--- src/rtl/riscv_pkg.sv ---
// Shared types for the RV32I decode stage.
//   opcode_t  : 7-bit major opcodes recognised by the decoder
//   alu_op_t  : 4-bit ALU operation handed to execute
//   imm_fmt_t : immediate format selector for riscv_imm_gen
//   dec_t     : registered decode bundle (immediate and PC kept separately)
//   NOP_INSTR : addi x0,x0,0, the instruction held after reset/flush
package riscv_pkg;

  localparam logic [31:0] NOP_INSTR = 32'h0000_0013;

  typedef enum logic [6:0] {
    OpLoad   = 7'h03,
    OpFence  = 7'h0F,
    OpImm    = 7'h13,
    OpAuipc  = 7'h17,
    OpStore  = 7'h23,
    OpReg    = 7'h33,
    OpLui    = 7'h37,
    OpBranch = 7'h63,
    OpJalr   = 7'h67,
    OpJal    = 7'h6F,
    OpSystem = 7'h73
  } opcode_t;

  typedef enum logic [3:0] {
    AluAdd  = 4'd0,
    AluSub  = 4'd1,
    AluSll  = 4'd2,
    AluSlt  = 4'd3,
    AluSltu = 4'd4,
    AluXor  = 4'd5,
    AluSrl  = 4'd6,
    AluSra  = 4'd7,
    AluOr   = 4'd8,
    AluAnd  = 4'd9,
    AluLui  = 4'd10  // pass operand B (the U immediate) through
  } alu_op_t;

  typedef enum logic [2:0] {
    ImmNone = 3'd0,
    ImmI    = 3'd1,
    ImmS    = 3'd2,
    ImmB    = 3'd3,
    ImmU    = 3'd4,
    ImmJ    = 3'd5
  } imm_fmt_t;

  typedef struct packed {
    logic [4:0] rd;
    logic [4:0] rs1;
    logic [4:0] rs2;
    alu_op_t    alu_op;
    logic       alu_src_imm;
    logic       reg_write;
    logic       mem_read;
    logic       mem_write;
    logic       branch;
    logic       jump;
  } dec_t;

  // funct3 -> ALU op for OP / OP-IMM. alt is instr[30]; it only selects SUB on OP.
  function automatic alu_op_t alu_from_funct(input logic [2:0] funct3, input logic alt,
                                             input logic is_reg);
    alu_op_t op;
    case (funct3)
      3'd0:    op = (is_reg && alt) ? AluSub : AluAdd;
      3'd1:    op = AluSll;
      3'd2:    op = AluSlt;
      3'd3:    op = AluSltu;
      3'd4:    op = AluXor;
      3'd5:    op = alt ? AluSra : AluSrl;
      3'd6:    op = AluOr;
      default: op = AluAnd;
    endcase
    return op;
  endfunction

endpackage

--- src/rtl/riscv_imm_gen.sv ---
// Combinational immediate generator.
//   instr : instruction bits [31:7] (opcode bits not needed)
//   fmt   : immediate format (I/S/B/U/J, or none -> 0)
//   imm   : 32-bit immediate, sign-extended from instr[31]
module riscv_imm_gen
  import riscv_pkg::*;
(
  input  logic [31:7] instr,
  input  imm_fmt_t    fmt,
  output logic [31:0] imm
);

  always_comb begin
    imm = '0;
    case (fmt)
      ImmI:    imm = {{20{instr[31]}}, instr[31:20]};
      ImmS:    imm = {{20{instr[31]}}, instr[31:25], instr[11:7]};
      ImmB:    imm = {{19{instr[31]}}, instr[31], instr[7], instr[30:25], instr[11:8], 1'b0};
      ImmU:    imm = {instr[31:12], 12'b0};
      ImmJ:    imm = {{11{instr[31]}}, instr[31], instr[19:12], instr[20], instr[30:21], 1'b0};
      default: imm = '0;
    endcase
  end

endmodule

--- src/rtl/riscv_decode_stage.sv ---
// RV32I decode stage, one-entry pipeline register in front of a synchronous regfile.
// Accepts fetched instructions on in_valid/in_ready, drives the regfile read addresses
// combinationally and registers the decoded bundle so it lines up with the read data.
//   clk, rst (async, active-high)
//   in_valid/in_ready/in_instr/in_pc : fetch handshake
//   flush                            : kill held and incoming instruction
//   readReg1/readReg2                : regfile read addresses
//   out_valid/out_ready              : execute handshake
//   out_pc, out_rd/rs1/rs2, out_imm, out_alu_op and control flags : decoded bundle
//   out_illegal                      : only present when RV_DECODE_ILLEGAL_EN is defined
// Configuration macro: RV_DECODE_ILLEGAL_EN
module riscv_decode_stage
  import riscv_pkg::*;
#(
  parameter int unsigned XLEN      = 32,
  parameter logic [31:0] NOP_INSTR = riscv_pkg::NOP_INSTR
) (
  input  logic            clk,
  input  logic            rst,
  input  logic            in_valid,
  output logic            in_ready,
  input  logic [31:0]     in_instr,
  input  logic [XLEN-1:0] in_pc,
  input  logic            flush,
  output logic [4:0]      readReg1,
  output logic [4:0]      readReg2,
  output logic            out_valid,
  input  logic            out_ready,
  output logic [XLEN-1:0] out_pc,
  output logic [4:0]      out_rd,
  output logic [4:0]      out_rs1,
  output logic [4:0]      out_rs2,
  output logic [31:0]     out_imm,
  output logic [3:0]      out_alu_op,
  output logic            out_alu_src_imm,
  output logic            out_reg_write,
  output logic            out_mem_read,
  output logic            out_mem_write,
  output logic            out_branch,
`ifdef RV_DECODE_ILLEGAL_EN
  output logic            out_illegal,
`endif
  output logic            out_jump
);

  // Register fields of the held NOP; all zero for addi x0,x0,0.
  localparam dec_t DecNop = '{
    rd:      NOP_INSTR[11:7],
    rs1:     NOP_INSTR[19:15],
    rs2:     NOP_INSTR[24:20],
    alu_op:  AluAdd,
    default: '0
  };

  logic            valid_q;
  logic [XLEN-1:0] pc_q;
  logic [31:0]     imm_q;
  dec_t            dec_q;
  dec_t            dec_d;
  logic [31:0]     imm_d;
  imm_fmt_t        fmt;
  logic            writes_rd;
  logic            bad;
  logic            accept;

  logic [2:0] funct3;
  logic [6:0] funct7;
  assign funct3 = in_instr[14:12];
  assign funct7 = in_instr[31:25];

  riscv_imm_gen u_imm_gen (
    .instr (in_instr[31:7]),
    .fmt   (fmt),
    .imm   (imm_d)
  );

  always_comb begin
    dec_d     = DecNop;
    dec_d.rd  = in_instr[11:7];
    dec_d.rs1 = in_instr[19:15];
    dec_d.rs2 = in_instr[24:20];
    fmt       = ImmNone;
    writes_rd = 1'b0;
    bad       = 1'b0;

    case (in_instr[6:0])
      OpLui: begin
        fmt               = ImmU;
        dec_d.alu_op      = AluLui;
        dec_d.alu_src_imm = 1'b1;
        writes_rd         = 1'b1;
      end
      OpAuipc: begin
        fmt               = ImmU;
        dec_d.alu_src_imm = 1'b1;
        writes_rd         = 1'b1;
      end
      OpJal: begin
        fmt        = ImmJ;
        dec_d.jump = 1'b1;
        writes_rd  = 1'b1;
      end
      OpJalr: begin
        fmt               = ImmI;
        dec_d.jump        = 1'b1;
        dec_d.alu_src_imm = 1'b1;
        writes_rd         = 1'b1;
      end
      OpBranch: begin
        fmt          = ImmB;
        dec_d.branch = 1'b1;
        dec_d.alu_op = AluSub;
      end
      OpLoad: begin
        fmt               = ImmI;
        dec_d.mem_read    = 1'b1;
        dec_d.alu_src_imm = 1'b1;
        writes_rd         = 1'b1;
      end
      OpStore: begin
        fmt               = ImmS;
        dec_d.mem_write   = 1'b1;
        dec_d.alu_src_imm = 1'b1;
      end
      OpImm: begin
        fmt               = ImmI;
        dec_d.alu_op      = alu_from_funct(funct3, in_instr[30], 1'b0);
        dec_d.alu_src_imm = 1'b1;
        writes_rd         = 1'b1;
        // Shift-immediates carry funct7 in the upper immediate bits.
        bad = ((funct3 == 3'd1) && (funct7 != 7'h00)) ||
              ((funct3 == 3'd5) && (funct7 != 7'h00) && (funct7 != 7'h20));
      end
      OpReg: begin
        dec_d.alu_op = alu_from_funct(funct3, in_instr[30], 1'b1);
        writes_rd    = 1'b1;
        bad = !((funct7 == 7'h00) ||
                ((funct7 == 7'h20) && ((funct3 == 3'd0) || (funct3 == 3'd5))));
      end
      OpFence, OpSystem: ;  // treated as NOP
      default: bad = 1'b1;
    endcase

    // Register fields that hold immediate bits in this format read as x0.
    case (fmt)
      ImmU, ImmJ: begin
        dec_d.rs1 = 5'd0;
        dec_d.rs2 = 5'd0;
      end
      ImmB, ImmS: dec_d.rd = 5'd0;
      default: ;
    endcase

    if (bad) begin
      dec_d.alu_op      = AluAdd;
      dec_d.alu_src_imm = 1'b0;
      dec_d.mem_read    = 1'b0;
      dec_d.mem_write   = 1'b0;
      dec_d.branch      = 1'b0;
      dec_d.jump        = 1'b0;
      writes_rd         = 1'b0;
    end

    dec_d.reg_write = writes_rd && (dec_d.rd != 5'd0);
  end

  assign in_ready = !valid_q || out_ready;
  assign accept   = in_valid && in_ready && !flush;

  // Re-present the held registers while stalled so read data tracks late writebacks.
  assign readReg1 = accept ? in_instr[19:15] : dec_q.rs1;
  assign readReg2 = accept ? in_instr[24:20] : dec_q.rs2;

  always_ff @(posedge clk or posedge rst) begin
    if (rst) begin
      valid_q <= 1'b0;
      pc_q    <= '0;
      imm_q   <= '0;
      dec_q   <= DecNop;
    end else if (flush) begin
      valid_q <= 1'b0;
      pc_q    <= '0;
      imm_q   <= '0;
      dec_q   <= DecNop;
    end else if (accept) begin
      valid_q <= 1'b1;
      pc_q    <= in_pc;
      imm_q   <= imm_d;
      dec_q   <= dec_d;
    end else if (out_ready) begin
      valid_q <= 1'b0;
    end
  end

`ifdef RV_DECODE_ILLEGAL_EN
  logic illegal_q;
  always_ff @(posedge clk or posedge rst) begin
    if (rst) begin
      illegal_q <= 1'b0;
    end else if (flush) begin
      illegal_q <= 1'b0;
    end else if (accept) begin
      illegal_q <= bad;
    end
  end
  assign out_illegal = illegal_q;
`endif

  assign out_valid       = valid_q;
  assign out_pc          = pc_q;
  assign out_imm         = imm_q;
  assign out_rd          = dec_q.rd;
  assign out_rs1         = dec_q.rs1;
  assign out_rs2         = dec_q.rs2;
  assign out_alu_op      = dec_q.alu_op;
  assign out_alu_src_imm = dec_q.alu_src_imm;
  assign out_reg_write   = dec_q.reg_write;
  assign out_mem_read    = dec_q.mem_read;
  assign out_mem_write   = dec_q.mem_write;
  assign out_branch      = dec_q.branch;
  assign out_jump        = dec_q.jump;

endmodule

--- config.mk ---
export PLATFORM = sky130hd
export DESIGN_NAME = riscv_decode_stage
export DESIGN_NICKNAME = d
export VERILOG_FILES = /design/src/rtl/riscv_pkg.sv /design/src/rtl/riscv_imm_gen.sv /design/src/rtl/riscv_decode_stage.sv
export SDC_FILE = /design/constraint.sdc
export NUM_CORES = 1
export LEC_CHECK = 0
export ABC_AREA = 1
export BUFFER_PORTS_ARGS = -buffer_cell sky130_fd_sc_hd__buf_2
export CAP_MARGIN = 20
export CORE_UTILIZATION = 48
export CTS_CLUSTER_DIAMETER = 30
export CTS_CLUSTER_SIZE = 12
export DETAILED_ROUTE_END_ITERATION = 12
export MAX_ROUTING_LAYER = met4
export PLACE_DENSITY = 0.83
export SLEW_MARGIN = 15
export SYNTH_ARGS = -nofsm -noshare
export SYNTH_HDL_FRONTEND = slang
export SYNTH_SLANG_ARGS = --single-unit
--- constraint.sdc ---
create_clock -name clk -period 3.6 [get_ports clk]
set_input_delay 0.54 -clock clk [delete_from_list [all_inputs] [get_ports clk]]
set_output_delay 0.54 -clock clk [all_outputs]
set_load 0.01 [all_outputs]
### Word-level counts from Yosys, hierarchy flattened

Index checks and enable logic that the tools add are counted.

* output and inout bits: 101
* logic and storage cells: 95
* input port bits: 69
* register bits after elaboration: 90

* multiplexer cells: 30
* equality and inequality tests: 24
* reductions and logical operators: 28

Operators with widths (count)
* case mux 32 bit (5 select lines): 1
* 2-to-1 mux 32 bit: 4
* case mux 4 bit (7 select lines): 2
* 2-to-1 mux 25 bit: 2
* equality test 7 x 6 -> 1 bit (second input constant): 4
* equality test 7 bit (second input constant): 4
* 2-to-1 mux 5 bit: 4
* case mux 4 bit (4 select lines): 1
* equality test 3 bit (second input constant): 5
* case mux 3 bit (5 select lines): 1
* equality test 7 x 5 -> 1 bit (second input constant): 2
* equality test 3 x 2 -> 1 bit (second input constant): 4
* 2-to-1 mux 1 bit: 12
* 2-to-1 mux 10 bit: 1
* OR reduction 9 bit: 1
* OR reduction 2 bit: 4
* equality test 7 x 2 -> 1 bit (second input constant): 1
* equality test 7 x 4 -> 1 bit (second input constant): 1
* logical AND 1 bit: 7
* logical NOT 7 bit: 1
* != test 7 x 6 -> 1 bit (second input constant): 1
* nonzero test 7 bit: 1
* OR reduction 7 bit: 1
* equality test 3 x 1 -> 1 bit (second input constant): 2
* 10 further kinds: 15

### Longest topological paths before layout

Gate-level depths: netlist of the first run.

* word-level depth: 10
* mapped depth: 10
* gate-level depth less buffers: 10

### Hierarchy

Synthesis of the first run repeated with hierarchy kept, for this count alone.

* cell total of the unflattened synthesis: 460
* area, all modules: 4296.6 sq um

By module, submodules not included
* riscv_decode_stage: sequential area each 2252.2 sq um, area each 3841.2 sq um, instances 1, cells each 368
* riscv_imm_gen: sequential area each 0.0 sq um, area each 455.4 sq um, instances 1, cells each 92

### Worst setup path before layout of the first run

OpenSTA, ideal clock, no wires.

* path type: input -> output
* start: input out_ready
* end: output readReg1[0]
* data required time: 3.060 ns
* stages: 8
* buffers on the path: 2
* data arrival time: 1.625 ns
* slack: 1.435 ns
* cells stage by stage: inv_1 -> nand2_1 -> nand2_1 -> nor2_1 -> buf_2 -> buf_1 -> nand2_1 -> o21ai_0

* cells in the longest elaborated chain, start to end: 4

Ends and longest elaborated chain
* from (decl): line riscv_decode_stage.sv:28 `input logic out_ready,`
* logical OR 1 bit: line riscv_decode_stage.sv:167 `assign in_ready = !valid_q || out_ready;`
* via in_ready: line riscv_decode_stage.sv:21 `output logic in_ready,`
* logical AND 1 bit (2 in a row): line riscv_decode_stage.sv:168 `assign accept = in_valid && in_ready && !flush;`
* 2-to-1 mux 5 bit: line riscv_decode_stage.sv:171 `assign readReg1 = accept ? in_instr[19:15] : dec_q.rs1;`
* to (decl): line riscv_decode_stage.sv:25 `output logic [4:0] readReg1,`

The timed path passes the listed nets, and every way through them passes these cells.

### Worst setup path after layout of the first run

* start: register valid_q, in the netlist out_valid
* end: output readReg2[0]

* cells in the longest elaborated chain, start to end: 5

Ends and longest elaborated chain
* from (decl): line riscv_decode_stage.sv:55 `logic valid_q;`
* from (signal assigned): line riscv_decode_stage.sv:176 `valid_q <= 1'b0;`
* from (signal assigned): line riscv_decode_stage.sv:181 `valid_q <= 1'b0;`
* from (signal assigned): line riscv_decode_stage.sv:186 `valid_q <= 1'b1;`
* logical NOT 1 bit: line riscv_decode_stage.sv:167
* logical OR 1 bit: line riscv_decode_stage.sv:167
* logical AND 1 bit (2 in a row): line riscv_decode_stage.sv:168
* 2-to-1 mux 5 bit: line riscv_decode_stage.sv:172 `assign readReg2 = accept ? in_instr[24:20] : dec_q.rs2;`
* to (decl): line riscv_decode_stage.sv:26 `output logic [4:0] readReg2,`

No other way between the ends.

==> results of run 1 <==
cell type report:
cell class | count | area, um^2 | share of cell area (%)
flip-flops and latches | 90 | 2250 | 42.8
clock inverters | 6 | 71.3 | 1.36
inverters | 34 | 129 | 2.45
well taps | 105 | 131 | 2.50
multi-input cells | 320 | 1660 | 31.5
repair buffers | 174 | 883 | 16.8
clock buffers | 10 | 138 | 2.62
synthesized netlist by cell type, drive strengths merged:
cell,number
inv,32
a22o,32
a32o,2
o211ai,4
a211oi,1
dfrtp,90
clkbuf,12
nor3,3
nor2,24
nand3,43
o22ai,11
a21oi,8
clkinv,2
nand2,156
nand4,10
o31ai,3
buf,9
o21ai,23
logic make-up (layout without fill, tap and decap cells):
kind of cell / Yosys count / in the layout / share of synthesized area (%)
AOI/OAI and AO/OA: 84 / 84 / 14.4
buffers and inverters: 55 / 224 / 5.49
DFF: 90 / 90 / 54.6
and+or+nand+nor: 236 / 236 / 25.5
registers in the layout, indices dropped and copies added, names as in the netlist, 4 cells and up:
name and count:
out_imm 32, out_pc 32, out_rs2 5, out_alu_op 4, out_rs1 5, out_rd 5
worst max-delay path, cell delays in order (launching register included):
cell	delay, ns
dfrtp_1	0.39
nand2_1	0.10
nand2_1	0.19
nor2_4	0.49
nand2_1	0.18
o21ai_0	0.15
buf_2	0.18
placed cells by master (no fill, tap or decap), drive strengths merged, types with 4 or more instances in the layout:
cell / n
buf: 174
nand2: 156
dfrtp: 90
nand3: 43
inv: 33
a22o: 32
nor2: 24
o21ai: 23
o22ai: 11
nand4: 10
clkbuf: 10
a21oi: 8
o211ai: 4
clkinv: 4
metal layers:
metal / vias to the layer above / GRT usage (%)
li1: 1899 / -
met1: 1888 / 35.7
met2: 228 / 42.8
met3: 20 / 4.67
met4: 0 / 8.71
met5: - / -
where the power goes:
group	leakage [uW]	total (uW)	switching, uW	internal, uW
Sequential	0.00123	1060	18.6	1040
Clock	0.0000995	731	384	346
Combinational	0.00175	268	170	98.0
through the flow:
step                power (uW)  cells  utilization [%]
finish                    2060    739             63.7
global route              2140    739             63.7
CTS                       2070    739             63.7
detailed placement        1350    723             61.2
global placement          1340    723             61.2
floorplan                 1220    465                -
worst max path at each step:
stage	startpoint	endpoint	slack (ns)	cells after the start
finish	out_valid	readReg2[0]	1.01	6
detailed placement	out_ready	out_imm[20]	0.99	9
global route	out_valid	readReg2[3]	0.88	6
global placement	in_instr[2]	out_imm[21]	1.05	9
CTS	out_valid	readReg2[0]	1.03	6
floorplan	rst	out_alu_op[0]	0.72	1
==> results.json, run 1 <==
{
  "hold_viol": 0,
  "drcViolationCount": 0,
  "crit_type": "reg2out",
  "ys_ff_latch": 90,
  "rows": 33,
  "p_leak_uw": 0.00308,
  "syn_nets": 534,
  "htreeDepth": 3,
  "grt_antenna_before_repair": 0,
  "synth.avg_cell_area_um2": 8.88,
  "clkTransAtPathRegs_ns": 0.10,
  "area_delta_synth_final_pct": 27.5,
  "numCtsBuffers": 9,
  "reg2reg_depth": 7,
  "num_vias": 4035,
  "grt_pass1_vias": 3597,
  "dp_slack_ns": 0.991,
  "r2r_end": "out_imm[20]",
  "peakVddDrop_v": 0.000220,
  "crit_arrival_ns": 2.05,
  "placed_cell_area_um2": 5050,
  "setup-tns-final_ns": 0,
  "grt_max_degree": 38,
  "ys_types": 29,
  "path_max_fanout": 25,
  "clock_sinks": 90,
  "syn-cell-area_um2": 4130,
  "post_drt_wl_per_cell_um": 15.9,
  "grt_pass1_wl_um": 17800,
  "first_iter_violations": 270,
  "synth_top_area_cell": "dfrtp_1",
  "grt_overflow": 0,
  "relSlewSlack_pct": 58.7,
  "drt_wl_total_um": 11700,
  "setup_viol": 0,
  "worst-endpoint-required_ns": 3.06,
  "fmax_mhz": 387,
  "rsz0062_at_grt": "false",
  "wl_met3_um": 1090,
  "drv_slew": 0,
  "reg2reg_slack_ns": 1.25,
  "cts_root_buf": "clkbuf_8",
  "fillers": 727,
  "synthTopCellsByArea": "dfrtp_1 (55%), nand2_1 (14%), a22o_1 (6.8%)",
  "drtAntennaViolNets": 0,
  "crit-reg2reg-launch": "out_valid",
  "cts_post_setup_buffers_inserted": 0,
  "synth_sequential_area_ratio_pct": 54.6,
  "clk_path_buf_depth": 2,
  "dieHeight_um": 94.7,
  "wl_met2_um": 5470,
  "core_area_um2": 8260,
  "syn_inst": 465,
  "start_util_pct": 50.0,
  "powerDensity_nw_per_um2": 392,
  "dr.max_layer_used": "met4",
  "vias_per_cell": 5.46,
  "finalClockSkew_ns": 0.0125,
  "dieArea_um2": 8970,
  "fin_crit_ns": 2.59,
  "io_buffer_count": 169,
  "grt_usage_pct": 27.1,
  "holdWs_ns": 0.0975,
  "ios": 170,
  "finalWeightedCongestion": 0.957,
  "cts_tree": "built",
  "ctsHoldBuffers": 0,
  "start_kind": "register",
  "drt_pre_antenna_iters": 6,
  "post_cts_resized": 0,
  "drive_gt1_share_pct": 33.0,
  "fp.dieW_um": 94.7,
  "clock_latency_ns": 0.36,
  "hold_class": "in2async",
  "antenna_cells": 0,
  "outcome": "finished clean",
  "ys_warn_count": 0,
  "synth_top_area_share_pct": 54.6,
  "worstMarginPinSlew_ns": 0.617,
  "m1WireLength_um": 4970,
  "end_kind": "output pin",
  "layout.nets": 698,
  "place_hpwl_um": 8570,
  "drv_cap": 0,
  "design_area_um2": 5260,
  "post-route-period-util_pct": 71.9,
  "setup_ws_ns": 1.01
}
Power figures use the tool's default switching activity.
==> run 2: changes to the inputs <==
clock period = 2.4 ns   (was 3.6 ns; I/O delays follow)
==> run 2 against run 1 <==
Against the previous run: non-clock buffer count up 6; die area stayed put; final area up 1.6%; critical path depth increased by 1; power grew 54%; final cell count up 0.81%; hold slack gained 0.0089 ns; core utilization is 1.0 points higher; first-iteration DRC count is 21% lower; largest power group unchanged.
==> results.json, run 2 (same netlist as run 1, synthesis figures left out) <==
{
  "powerDensity_nw_per_um2": 595,
  "grt_overflow": 0,
  "fin_util_pct": 64.8,
  "clock_latency_ns": 0.36,
  "reg2reg_depth": 7,
  "dieArea_um2": 8970,
  "drt_pre_antenna_iters": 5,
  "grt_pass1_wl_um": 17400,
  "antenna_cells": 0,
  "core_area_um2": 8260,
  "layout.nets": 704,
  "crit_top_cell": "nand2_1",
  "placed_cell_area_um2": 5110,
  "cp_num_cells": 7,
  "area_delta_synth_final_pct": 29.6,
  "grt_pass1_vias": 3615,
  "ios": 170,
  "finalClockSkew_ns": 0.0133,
  "ctsHoldBuffers": 0,
  "drv_slew": 0,
  "grt_max_degree": 91,
  "peakVddDrop_v": 0.000307,
  "clkTransAtPathRegs_ns": 0.10,
  "crit-reg2reg-launch": "out_valid",
  "hold_viol": 0,
  "grt_usage_pct": 26.2,
  "worstMarginPinSlew_ns": 0.463,
  "hold_class": "in2async",
  "layout_common_cells": "buf_2 (169), nand2_1 (151), dfrtp_1 (90)",
  "rows": 33,
  "fin_crit_ns": 2.27,
  "start_kind": "register",
  "crit_start": "out_valid",
  "crit_arrival_ns": 1.91,
  "slowest_delay_ns": 0.39,
  "grt_antenna_before_repair": 0,
  "p_leak_uw": 0.00313,
  "mostFrequentLayoutCell": "buf_2",
  "crit_end": "readReg2[1]",
  "cts_tree": "built",
  "start_util_pct": 50.0,
  "num_vias": 3960,
  "outcome": "finished clean",
  "relSlewSlack_pct": 69.1,
  "drtAntennaViolNets": 0,
  "drv_cap": 0,
  "slowest_stage": "dfrtp_1",
  "fp.dieW_um": 94.7,
  "path_max_fanout": 40,
  "fmax_mhz": 440,
  "cp_top_family": "simple AND/OR/NAND/NOR gates",
  "power_uw": 3180,
  "place_hpwl_um": 8470,
  "clk_path_buf_depth": 2,
  "crit_type": "reg2out",
  "finalWeightedCongestion": 0.949,
  "crit_chain": "nand2_1 > nand2_1 > nor2_4 > buf_6 > nand2_1 > o21ai_0 > buf_2",
  "htreeDepth": 3,
  "reg2reg_slack_ns": 0.59,
  "numCtsBuffers": 9,
  "post-route-period-util_pct": 94.7,
  "r2r_end": "out_mem_write",
  "drt_wl_total_um": 11200,
  "drive_gt1_share_pct": 33.6,
  "vias_per_cell": 5.32,
  "crit_buf_inv": 2,
  "setup_ws_ns": 0.127,
  "dp_slack_ns": 0.352,
  "design_area_um2": 5350,
  "setup_viol": 0,
  "setup-tns-final_ns": 0,
  "post_drt_wl_per_cell_um": 15.0,
  "cts_root_buf": "clkbuf_8",
  "dieHeight_um": 94.7,
  "clock_sinks": 90,
  "first_iter_violations": 212,
  "drcViolationCount": 0,
  "rsz0062_at_grt": "false",
  "end_kind": "output pin",
  "worst-endpoint-required_ns": 2.04,
  "io_buffer_count": 169
}
-- run 2: cell types whose count changed in the layout (fill, tap and decap cells not counted), sizes merged --
cell / previous run / this run
bufinv: 1 / 2
clkinv: 4 / 2
inv: 33 / 34
buf: 174 / 180
-- run 2: cell type report --
type                       count  area (um^2)
sequential                    90         2250
timing repair buffer         180          945
inverter                      34          131
fill                         691         2910
multi-input combinational    320         1660
clock buffer                  10          138
tap                          105          131
clock inverter                 6         93.8
-- run 2: report_power, final --
group / switching, uW / internal (uW) / total [uW] / leakage (uW)
clock: 559 / 626 / 1190 / 0.000114
combinational: 253 / 154 / 407 / 0.00179
sequential: 25.7 / 1570 / 1590 / 0.00123
-- run 2: metrics by stage --
step | hold WS (ns) | std cells
2_1_floorplan | 0.423 | 465
3_3_place_gp | 0.461 | 729
3_5_place_dp | 0.461 | 729
4_1_cts | 0.133 | 745
5_1_grt | 0.162 | 745
6_report | 0.106 | 745
-- run 2: how the worst min path moves through the flow --
stage | to | slack (ns) | cells past startpoint
3_5_place_dp | out_imm[6] | 0.46 | 2
4_1_cts | out_rs2[4] | 0.13 | 3
6_report | out_rs2[4] | 0.11 | 3
5_1_grt | out_rs2[4] | 0.16 | 3
2_1_floorplan | out_valid | 0.42 | 1
3_3_place_gp | out_imm[8] | 0.46 | 2
-- run 2: tightest hold or removal path, cell delays in order --
cell	delay, ns
buf_2	0.11
clkinvlp_4	0.07
buf_12	0.36
-- run 2: per-layer routing --
layer / vias to the layer above / global-route usage, % / share of wire (%)
met5: - / - / 0
met4: 0 / 9.72 / 1.9
li1: 1913 / - / -
met2: 172 / 41.7 / 47
met1: 1854 / 33.3 / 44
met3: 21 / 5.15 / 6.8
-- run 2: what timing repair did --
item	in CTS	in global routing
resized for setup	0	1
setup endpoints to repair	0	3
buffers inserted	0	0
